**config.mk**
```make
export PLATFORM = sky130hd
export DESIGN_NAME = hamming_secded_decoder
export DESIGN_NICKNAME = d
export VERILOG_FILES = /design/src/rtl/hamming_secded_decoder.sv
export SDC_FILE = /design/constraint.sdc
export NUM_CORES = 1
export LEC_CHECK = 0
export ABC_AREA = 1
export CAP_MARGIN = 25
export CELL_PAD_IN_SITES_DETAIL_PLACEMENT = 0
export CELL_PAD_IN_SITES_GLOBAL_PLACEMENT = 1
export CORE_ASPECT_RATIO = 0.7
export CORE_MARGIN = 8
export CORE_UTILIZATION = 25
export DETAILED_ROUTE_END_ITERATION = 6
export PLACE_DENSITY_LB_ADDON = 0.1
export SLEW_MARGIN = 20
export SYNTH_ARGS = -nofsm -noshare
export SYNTH_HDL_FRONTEND = slang
export SYNTH_SLANG_ARGS = --single-unit
```
**constraint.sdc**
```tcl
create_clock -name clk -period 4.6 [get_ports clk]
set_clock_uncertainty 0.2 [all_clocks]
set_input_delay 0.92 -clock clk [delete_from_list [all_inputs] [get_ports clk]]
set_output_delay 0.92 -clock clk [all_outputs]
set_load 0.03 [all_outputs]
```
**src/rtl/hamming_secded_decoder.sv**
```systemverilog
// rtl/hamming_secded_decoder.sv - two-stage Hamming(7,4)+parity SECDED decoder with error counters
module hamming_secded_decoder #(
  parameter int CNT_W = 8
) (
  input  logic             clk,
  input  logic             rst,
  input  logic             in_valid,
  output logic             in_ready,
  input  logic [7:0]       in_code,
  output logic             out_valid,
  input  logic             out_ready,
  output logic [3:0]       out_data,
  output logic             out_sec,
  output logic             out_ded,
  output logic [2:0]       out_syn,
  input  logic             cnt_clr,
  output logic [CNT_W-1:0] sec_count,
  output logic [CNT_W-1:0] ded_count
);

  // Both stages move together; a full output stage stalls the whole pipe.
  logic adv;

  // Stage 1: syndrome, overall parity and the raw data bits {c6,c5,c4,c2}.
  logic       s1_valid_q, s1_valid_d;
  logic [3:0] s1_data_q,  s1_data_d;
  logic [2:0] s1_syn_q,   s1_syn_d;
  logic       s1_par_q,   s1_par_d;

  // Stage 2: corrected result presented on the out_* ports.
  logic       out_valid_q, out_valid_d;
  logic [3:0] out_data_q,  out_data_d;
  logic       out_sec_q,   out_sec_d;
  logic       out_ded_q,   out_ded_d;
  logic [2:0] out_syn_q,   out_syn_d;

  logic [CNT_W-1:0] sec_count_q, sec_count_d;
  logic [CNT_W-1:0] ded_count_q, ded_count_d;

  logic out_xfer;

  assign adv      = !out_valid_q || out_ready;
  // The pipe is being emptied during reset, so accepting is harmless there.
  assign in_ready = adv || rst;
  assign out_xfer = out_valid_q && out_ready;

  // Stage 1 next state: syndrome/parity of the incoming code, bubble when idle.
  always_comb begin
    s1_valid_d = s1_valid_q;
    s1_data_d  = s1_data_q;
    s1_syn_d   = s1_syn_q;
    s1_par_d   = s1_par_q;
    if (adv) begin
      s1_valid_d  = in_valid;
      s1_data_d   = {in_code[6], in_code[5], in_code[4], in_code[2]};
      s1_syn_d[0] = in_code[0] ^ in_code[2] ^ in_code[4] ^ in_code[6];
      s1_syn_d[1] = in_code[1] ^ in_code[2] ^ in_code[5] ^ in_code[6];
      s1_syn_d[2] = in_code[3] ^ in_code[4] ^ in_code[5] ^ in_code[6];
      s1_par_d    = ^in_code;
    end
  end

  // Stage 2 next state: classify the error and repair a single flipped data bit.
  always_comb begin
    out_valid_d = out_valid_q;
    out_data_d  = out_data_q;
    out_sec_d   = out_sec_q;
    out_ded_d   = out_ded_q;
    out_syn_d   = out_syn_q;
    if (adv) begin
      out_valid_d = s1_valid_q;
      out_syn_d   = s1_syn_q;
      out_data_d  = s1_data_q;
      out_sec_d   = 1'b0;
      out_ded_d   = 1'b0;
      if (s1_syn_q != 3'd0 && s1_par_q) begin
        // Syndrome names the flipped position; only positions 3,5,6,7 carry data.
        out_sec_d = 1'b1;
        case (s1_syn_q)
          3'd3:    out_data_d = s1_data_q ^ 4'b0001;
          3'd5:    out_data_d = s1_data_q ^ 4'b0010;
          3'd6:    out_data_d = s1_data_q ^ 4'b0100;
          3'd7:    out_data_d = s1_data_q ^ 4'b1000;
          default: out_data_d = s1_data_q;
        endcase
      end else if (s1_syn_q == 3'd0 && s1_par_q) begin
        // Only the overall parity bit flipped; data is intact.
        out_sec_d = 1'b1;
      end else if (s1_syn_q != 3'd0) begin
        out_ded_d = 1'b1;
      end
    end
  end

  // Saturating error counters, bumped on each delivered word; clear wins.
  always_comb begin
    sec_count_d = sec_count_q;
    ded_count_d = ded_count_q;
    if (cnt_clr) begin
      sec_count_d = '0;
      ded_count_d = '0;
    end else if (out_xfer) begin
      if (out_sec_q && sec_count_q != {CNT_W{1'b1}}) sec_count_d = sec_count_q + CNT_W'(1);
      if (out_ded_q && ded_count_q != {CNT_W{1'b1}}) ded_count_d = ded_count_q + CNT_W'(1);
    end
  end

  // State registers with synchronous reset.
  always_ff @(posedge clk) begin
    if (rst) begin
      s1_valid_q  <= 1'b0;
      s1_data_q   <= 4'd0;
      s1_syn_q    <= 3'd0;
      s1_par_q    <= 1'b0;
      out_valid_q <= 1'b0;
      out_data_q  <= 4'd0;
      out_sec_q   <= 1'b0;
      out_ded_q   <= 1'b0;
      out_syn_q   <= 3'd0;
      sec_count_q <= '0;
      ded_count_q <= '0;
    end else begin
      s1_valid_q  <= s1_valid_d;
      s1_data_q   <= s1_data_d;
      s1_syn_q    <= s1_syn_d;
      s1_par_q    <= s1_par_d;
      out_valid_q <= out_valid_d;
      out_data_q  <= out_data_d;
      out_sec_q   <= out_sec_d;
      out_ded_q   <= out_ded_d;
      out_syn_q   <= out_syn_d;
      sec_count_q <= sec_count_d;
      ded_count_q <= ded_count_d;
    end
  end

  assign out_valid = out_valid_q;
  assign out_data  = out_data_q;
  assign out_sec   = out_sec_q;
  assign out_ded   = out_ded_q;
  assign out_syn   = out_syn_q;
  assign sec_count = sec_count_q;
  assign ded_count = ded_count_q;

endmodule
```
==> results of run 1 <==
[sequential cells by signal, summed over array words and instances, names as in the netlist]
signal / cells
sec_count: 8
out_valid: 1
out_data: 4
out_ded: 1
s1_par_q: 1
out_syn: 3
ded_count: 8
s1_data_q: 4
s1_valid_q: 1
s1_syn_q: 3
out_sec: 1
[cells in the final DEF, fill, tap and decap left out, types with 6 or more instances in the layout]
cell,instances
a21oi_1,15
nor2_1,18
xor2_1,6
inv_1,34
inv_2,9
xnor2_1,9
dfxtp_1,35
o21ai_1,19
nand3_1,9
nand2_1,70
clkdlybuf4s50_1,39
[worst max-delay path by stage]
stage,start,endpoint
after floorplan,out_ready,in_ready
after global placement,rst,in_ready
after detailed placement,rst,in_ready
after CTS,rst,in_ready
after global routing,rst,in_ready
final,rst,in_ready
[critical path, stage by stage]
cell and delay [ns]:
clkdlybuf4s50_1 0.58, inv_2 0.17, nand2_1 0.14, clkdlybuf4s50_1 0.68
[stage by stage]
stage / cells / total power, mW / instance area, sq um / setup WS, ns / util
after CTS: 409 / 0.6833 / 2437 / 0.9581 / 0.3345
final: 409 / 0.6664 / 2437 / 0.9851 / 0.3345
after detailed placement: 401 / 0.4543 / 2356 / 0.9598 / 0.3233
after global placement: 401 / 0.4545 / 2356 / 1.001 / 0.3233
after global routing: 409 / 0.7063 / 2437 / 0.9045 / 0.3345
after floorplan: 269 / 0.4073 / 1873 / 2.141 / -
[power groups by stage]
| stage | Sequential [mW] | Clock [mW] | Combinational (mW) |
|---|---|---|---|
| 2_1_floorplan | 0.351 | 0 | 0.0562 |
| 3_3_place_gp | 0.338 | 0 | 0.116 |
| 3_5_place_dp | 0.338 | 0 | 0.116 |
| 4_1_cts | 0.331 | 0.235 | 0.117 |
| 5_1_grt | 0.333 | 0.246 | 0.128 |
| 6_report | 0.331 | 0.221 | 0.115 |
[metal layers]
metal | vias to the layer above | wire, um | global-route usage
met2 | 32 | 1755 | 0.1279
met4 | 0 | 63 | 0.03386
met3 | 8 | 253 | 0.02996
li1 | 927 | - | -
met5 | - | 0 | 0
met1 | 725 | 2841 | 0.1460
[logic make-up (layout without fill, tap and decap cells)]
family          after synthesis  after routing  share of synthesized area
fa+ha+maj                     2              2                    0.01336
flops                        35             35                     0.3741
simple gates                121            121                     0.3006
compound gates               46             46                     0.1356
xor+xnor                     15             15                    0.07014
buf+inv                      50             92                     0.1062
[cell type report]
type | instances | area [sq um]
flip-flops and latches | 35 | 700.7
clock inverters | 1 | 5.005
fillers | 827 | 4850
clock buffers | 7 | 76.32
well taps | 98 | 122.6
multi-input cells | 184 | 973.4
repair buffers | 39 | 390.4
inverters | 45 | 168.9
==> results.md, run 1 <==
- Buffers on Ports: 39
- HPWL after DPL: between 3 and 4 mm
- Clk sinks: 35
- Max-slew violation count: 0
- GRT Total Usage: 0.09862
- Seq pwr share: 0.496
- Mean Syn Cell Area: 6.963 sq um
- Critical Path Sink Type: output pin
- HP Start: s1_valid_q
- FF+latch count, synth: 35
- Data required, critical path: between 3 and 4 ns
- Post-synth EDFFs: 0
- Routed Antenna Nets: 0
- # IOs: 40
- GP Congestion: between 0.7 and 0.8
- Tightest Pin Transition: 0.4911 ns
- Most frequent cell after synthesis: nand2_1
- Antenna cells: 0
- Clock network fraction of total power: 0.332
- CTS Hold Bufs: 0
- Nets: 325
- Die ar.: 0.01056 sq mm
- Reg2reg start: ded_count[0]
- Yosys warns: 0
- Combinational share of power: 0.172
- Status: complete, no violations
- Critical Path Fanout Max: 17
- R2R Setup Slk: between 3 and 4 ns
- DRT Pass-1 Iters: 4
- Cell count after synthesis: 269
- Slew headroom: 0.6722
- Chip width: 119.5 um
- # DRC: 0
- RSZ-0062 raised after global routing: no
- Setup TNS: 0 ns
- Initial Util: 0.2570
- Main synth FF type: dfxtp_1
- Share of layout cells above drive strength 1: 0.09646
- CP arrival: approximately 2.5 ns
- Setup CP Type: input port to output pin
- H-tree levels: 2
- Max rail drop VDD: 0.09741 mV
- Worst hold path class: flip-flop to flip-flop
- Pint: between 0.4 and 0.5 mW
- Vias: 1692
- Worst-case reg-to-reg path depth: 10
- Crit path launch type: input port
- Final period utilization: 0.7858
- Hold path depth: 2
- Vias in the first global route: 1643
- Num rows: 26
- Final hold viol count: 0
- Fmax: 276.6 MHz
- Post-route minimum period: 3.615 ns
- First-pass GRT wire length: 8.286 mm
- Final Setup Violations: 0
- Root Buffer: clkbuf_8
- CTS tree: built
- Syn_nets: 284
- 1st-iter DRT viols: 56
- Sw frac: 0.2922
- Top post-synthesis cells by area: dfxtp_1 37%, nand2_1 14%, inv_1 6.8%
- Cts bufs inserted: 5
- Post-synthesis sequential area ratio: 0.3741
- Postcts setup bufs: 0
- Synth cell count leaders: 70 x nand2_1, 35 x dfxtp_1, 34 x inv_1
- Dominant cell type by area after synthesis: dfxtp_1
- FFs w/ async S/R, synth: 0
- Worst skew pair latency: 0.29 ns
- CTS Buffer Depth: 2
- Mean number of vias per cell: 4.137
- Leak pwr: between 1 and 1.5 nW
- Psw: ~0.2 mW
- Overall die height: roughly 88 um
- Area of the mapped netlist: 0.001873 sq mm
- Core ar.: 0.007287 sq mm
- Hold Path Sink: s1_valid_q
- Synth unique cells: 33
- Power per cell area: 273.4 mW/mm^2
- Post-CTS Resized: 0
- Hold WS: 0.2729 ns
- Top-area cell type share of the netlist area: 0.3741
- Drt total wl: 4.913 mm
- Reg2reg end: ded_count[6]
- Initial antenna violation count: 0
- Clock transition at path regs: 0.08 ns
- Synthesis-to-finish area growth: 30.13%
- # Max-Cap Violations: 0
- Global route total overflow: 0
- WL/cell: 12.01 um
- Largest net degree at the start of global routing: 27
(Power assumes the default switching activity.)
==> run 2, diff against run 1 <==
==> constraint.sdc (replaced) <==
create_clock -name clk -period 2.89 [get_ports clk]
set_clock_uncertainty 0.2 [all_clocks]
set_input_delay 0.578 -clock clk [delete_from_list [all_inputs] [get_ports clk]]
set_output_delay 0.578 -clock clk [all_outputs]
set_load 0.03 [all_outputs]
==> results.md, run 2 (same netlist as run 1, synthesis figures left out) <==
- Status: complete, no violations
- # Max-Cap Violations: 0 (unchanged)
- RSZ-0062 raised after global routing: no
- Critical Path Sink Type: output pin
- H-tree levels: 2 (unchanged)
- CP arrival: 1.71 ns (-0.78 ns)
- Leak pwr: 1.035 nW (+1.4%)
- Largest net degree at the start of global routing: 27 (unchanged)
- GP Congestion: 0.7114 (-2.5%)
- Multi-input gate area: 973.4 sq um (unchanged)
- Nets: 326 (+0.31%)
- Core ar.: 0.007287 sq mm (unchanged)
- HPWL after DPL: 3.659 mm (-3.2%)
- Clk sinks: 35 (unchanged)
- Fill cells: 800 (-3.3%)
- Hold WS: 0.2822 ns (+0.009258 ns)
- Seq. cell area: 700.7 sq um (unchanged)
- Setup CP Type: input port to output pin
- CP max stage cell: clkdlybuf4s50_1
- CTS tree: built
- Critical Path Fanout Max: 17 (unchanged)
- # IOs: 40 (unchanged)
- Reg2reg start: ded_count[0]
- Worst hold path class: flip-flop to flip-flop
- Power per cell area: 453.4 mW/mm^2 (+66%)
- R2R Setup Slk: 1.31 ns (-1.70 ns)
- CTS Buffer Depth: 2 (unchanged)
- Routed Antenna Nets: 0 (unchanged)
- Vias: 1712 (+1.2%)
- Crit-path leading delay family: buffers and inverters
- Final worst setup slack: 0.4011 ns (-0.5840 ns)
- Post-route minimum period: 2.489 ns
- # DRC: 0 (unchanged)
- Max rail drop VDD: 0.2724 mV (+180%)
- Setup WS pre-CTS: 0.4058 ns (-0.5540 ns)
- DRT Pass-1 Iters: 4 (unchanged)
- 1st-iter DRT viols: 83 (+48%)
- HP Start: s1_valid_q
- Cells along the critical path: clkdlybuf4s50_1, inv_2, nand2_1, buf_4
- Global route total overflow: 0 (unchanged)
- Final period utilization: 0.8612
- Clock transition at path regs: 0.08 ns (about the same)
- Buf/Inv on CP: 3 (unchanged)
- Hold Path Sink: s1_valid_q
- Buffers on Ports: 39 (unchanged)
- Mean number of vias per cell: 4.176 (+0.94%)
- Worst-case reg-to-reg path depth: 10 (unchanged)
- Most frequent cells in the layout: 70 x nand2_1, 38 x clkdlybuf4s50_1, 35 x dfxtp_1
- Share of layout cells above drive strength 1: 0.1058 (+0.009306)
- Chip width: 119.5 um (unchanged)
- Total Power: 1.116 mW (+67%)
- Root Buffer: clkbuf_8
- Antenna cells: 0 (unchanged)
- Overall die height: 88.42 um (unchanged)
- Tightest Pin Transition: 0.4209 ns (-0.07027 ns)
- Fmax: 401.8 MHz
- Post-CTS Resized: 0 (unchanged)
- Final hold viol count: 0 (unchanged)
- Hold path depth: 2 (unchanged)
- Initial antenna violation count: 0 (unchanged)
- Vias in the first global route: 1638 (-0.30%)
- First-pass GRT wire length: 8.224 mm (-0.75%)
- Data required, critical path: 2.11 ns (-1.37 ns)
- Setup TNS: 0 ns (unchanged)
- Slew headroom: 0.7190 (+0.04679)
- Synthesis-to-finish area growth: 31.40%
- Max incr delay on CP: 0.53 ns (-0.15 ns)
- Reg2reg end: ded_count[6]
- Max-slew violation count: 0 (unchanged)
- Postcts setup bufs: 0 (unchanged)
- CTS Hold Bufs: 0 (unchanged)
- Initial Util: 0.2570 (unchanged)
- WL/cell: 11.70 um (-2.6%)
- Die ar.: 0.01056 sq mm (unchanged)
- Num rows: 26 (unchanged)
- Cts bufs inserted: 5 (unchanged)
- Crit path launch type: input port
- Drt total wl: 4.795 mm (-2.4%)
- Final Setup Violations: 0 (unchanged)
- GRT Total Usage: 0.09572 (-0.002906)
- Worst skew pair latency: 0.28 ns (about the same)
- Util after Layout: 0.3377 (+0.003262)
- Most common cell after layout, fill and taps aside: nand2_1
-- run 2: cell types whose count changed in the layout (fill, tap and decap cells not counted), sizes merged --
cell	before	now
clkdlybuf4s50	39	38
clkinv	3	2
buf	0	2
clkbuf	7	8
-- run 2: worst max path at each step --
stage | depth (start not counted) | to | from
2_1_floorplan | 3 | in_ready | out_valid
3_3_place_gp | 4 | in_ready | rst
3_5_place_dp | 4 | in_ready | rst
4_1_cts | 4 | in_ready | rst
5_1_grt | 4 | in_ready | rst
6_report | 4 | in_ready | rst
-- run 2: per-stage QoR --
stage	cells	instance area [sq um]
after floorplan	269	1873
after global placement	402	2361
after detailed placement	402	2361
after CTS	410	2461
after global routing	410	2461
final	410	2461
-- run 2: per-layer routing --
metal,vias up,share of wire,GRT usage
met4,0,0.0056,0.01693
met2,32,0.36,0.1264
met3,4,0.063,0.03442
met1,752,0.57,0.1423
li1,924,-,-
met5,-,0,0
-- run 2: area by class of cell --
class	count	area share
tap	98	0.04982
sequential	35	0.2847
timing repair buffer	40	0.1607
inverter	45	0.06863
clock buffer	8	0.04067
multi-input combinational	184	0.3955
-- run 2: worst register-to-register path, cell delays in order, from the launching register on --
cell,delay [ns]
dfxtp_1,0.34
ha_1,0.22
nand2_1,0.10
inv_1,0.07
nand3_2,0.09
nand2_4,0.10
inv_2,0.13
nand2_1,0.07
nand2_1,0.06
clkinv_1,0.05
nor2_1,0.08
-- run 2: power by group --
group | leakage, nW | internal [mW] | switching [mW] | total (mW)
clock network | 0.0515 | 0.218 | 0.188 | 0.407
logic | 0.697 | 0.0746 | 0.108 | 0.183
registers | 0.286 | 0.507 | 0.0192 | 0.526
total | 1.03 | 0.800 | 0.316 | 1.12
==> run 3, diff against run 2 <==
--- a/config.mk
+++ b/config.mk
@@ -11,7 +11,7 @@
 export CELL_PAD_IN_SITES_GLOBAL_PLACEMENT = 1
 export CORE_ASPECT_RATIO = 0.7
 export CORE_MARGIN = 8
-export CORE_UTILIZATION = 25
+export CORE_UTILIZATION = 38
 export DETAILED_ROUTE_END_ITERATION = 6
 export PLACE_DENSITY_LB_ADDON = 0.1
 export SLEW_MARGIN = 20
==> constraint.sdc (replaced) <==
create_clock -name clk -period 3.2 [get_ports clk]
set_clock_uncertainty 0.2 [all_clocks]
set_input_delay 0.64 -clock clk [delete_from_list [all_inputs] [get_ports clk]]
set_output_delay 0.64 -clock clk [all_outputs]
set_load 0.03 [all_outputs]
==> results.md, run 3 (same netlist as run 1, synthesis figures left out) <==
- Critical Path Fanout Max: 17 (unchanged)
- 1st-iter DRT viols: 67 (-19%)
- Synthesis-to-finish area growth: 29.59%
- Cts bufs inserted: 5 (unchanged)
- Overall die height: 74.74 um (-15%)
- # DRC: 0 (unchanged)
- Final worst setup slack: 0.2671 ns (-0.1340 ns)
- Routed Antenna Nets: 0 (unchanged)
- Final Setup Violations: 0 (unchanged)
- Vias: 1677 (-2.0%)
- Leak pwr: 1.035 nW (about the same)
- Buffers on Ports: 39 (unchanged)
- HPWL after DPL: 3.367 mm (-8.0%)
- Nets: 328 (+0.61%)
- CTS Hold Bufs: 0 (unchanged)
- Global route total overflow: 0 (unchanged)
- Crit path launch type: input port
- Worst Setup EP: in_ready
- R2R Setup Slk: 1.64 ns (+0.33 ns)
- RSZ-0062 raised after global routing: no
- Final period utilization: 0.9165
- Drt total wl: 4.431 mm (-7.6%)
- Root Buffer: clkbuf_8
- Total Power: 0.9506 mW (-15%)
- Reg2reg start: sec_count[0]
- # Max-Cap Violations: 0 (unchanged)
- Num rows: 21 (-19%)
- First-pass GRT wire length: 7.472 mm (-9.1%)
- Most common cell after layout, fill and taps aside: nand2_1
- Fill cells: 501 (-37%)
- GRT Total Usage: 0.1241 (+0.02836)
- Max rail drop VDD: 0.1786 mV (-34%)
- CP arrival: 2.09 ns (+0.38 ns)
- Final hold viol count: 0 (unchanged)
- Postcts setup bufs: 0 (unchanged)
- GP Congestion: 0.7815 (+9.9%)
- H-tree levels: 2 (unchanged)
- Slew headroom: 0.7332 (+0.01423)
- Initial Util: 0.3938 (+0.1368)
- Max-slew violation count: 0 (unchanged)
- Fmax: 341.0 MHz
- # IOs: 40 (unchanged)
- Finished Cell Area: 0.002427 sq mm (-1.4%)
- Die ar.: 0.007468 sq mm (-29%)
- Chip width: 99.92 um (-16%)
- Antenna cells: 0 (unchanged)
- Post-CTS Resized: 0 (unchanged)
- Power per cell area: 391.6 mW/mm^2 (-14%)
- Setup CP Type: input port to output pin
- DRT Pass-1 Iters: 5 (+1)
- Most frequent cells in the layout: 70 x nand2_1, 39 x clkdlybuf4s50_1, 35 x dfxtp_1
- Post-route minimum period: 2.933 ns
- Clock transition at path regs: 0.06 ns (-0.02 ns)
- Mean number of vias per cell: 4.379 (+4.9%)
- Clk sinks: 35 (unchanged)
- Setup WS pre-CTS: 0.2580 ns (-0.1478 ns)
- Critical Path Sink Type: output pin
- CTS Buffer Depth: 2 (unchanged)
- Reg2reg end: sec_count[7]
- Worst skew pair latency: 0.27 ns (about the same)
- Data required, critical path: 2.36 ns (+0.25 ns)
- Status: complete, no violations
- Worst hold path class: flip-flop to flip-flop
- Placed cell area: 0.002342 sq mm (-0.79%)
- Tightest Pin Transition: 0.3995 ns (-0.02132 ns)
- Util after Layout: 0.5104 (+0.1727)
- CTS tree: built
- Crit path from: rst
- WL/cell: 11.57 um (-1.1%)
- Setup TNS: 0 ns (unchanged)
- Largest net degree at the start of global routing: 27 (unchanged)
- Core ar.: 0.004756 sq mm (-35%)
- Initial antenna violation count: 0 (unchanged)
- Vias in the first global route: 1567 (-4.3%)
- Worst-case reg-to-reg path depth: 8 (-2)
- Share of layout cells above drive strength 1: 0.1083 (+0.002511)
-- run 3: cell count changes in the layout (fill, tap and decap cells not counted), sizes merged --
cell / change
clkdlybuf4s50: +1
clkbuf: -2
buf: +1
clkinv: +1
clkinvlp: +1
-- run 3: power breakdown --
group | switching, mW | total [mW] | internal (mW)
Combinational | 0.0978 | 0.167 | 0.0691
Clock | 0.156 | 0.308 | 0.152
Sequential | 0.0169 | 0.475 | 0.458
-- run 3: critical path, cell delays in order --
cell,delay [ns]
clkdlybuf4s50_1,0.49
inv_2,0.13
nand2_1,0.15
clkdlybuf4s50_1,0.68
-- run 3: final cells by class --
cell class / instances / area (sq um) / area share
timing repair buffer: 42 / 412.9 / 0.1701
clock buffer: 6 / 72.57 / 0.02990
sequential: 35 / 700.7 / 0.2887
tap: 69 / 86.33 / 0.03557
multi-input combinational: 184 / 973.4 / 0.4010
inverter: 45 / 168.9 / 0.06959
clock inverter: 2 / 12.51 / 0.005155
-- run 3: routing by layer --
layer	global-route usage	wire (um)
met1	0.1888	2519
met2	0.1533	1595
met3	0.04801	296
met4	0.02504	20
met5	0	0
-- run 3: worst min-delay path by stage --
stage | start | to | slack, ns | cells after the start
final | s1_valid_q | s1_valid_q | 0.26 | 2
after global routing | s1_valid_q | s1_valid_q | 0.27 | 2
after CTS | s1_valid_q | s1_valid_q | 0.26 | 2
after detailed placement | s1_valid_q | s1_valid_q | 0.25 | 2
after global placement | s1_valid_q | s1_valid_q | 0.25 | 2
after floorplan | s1_valid_q | s1_valid_q | 0.22 | 2
-- run 3: through the flow --
stage / hold slack (ns) / cells
final: 0.2604 / 383
after global routing: 0.2685 / 383
after detailed placement: 0.2467 / 375
after CTS: 0.2573 / 383
after floorplan: 0.2248 / 269
after global placement: 0.2486 / 375
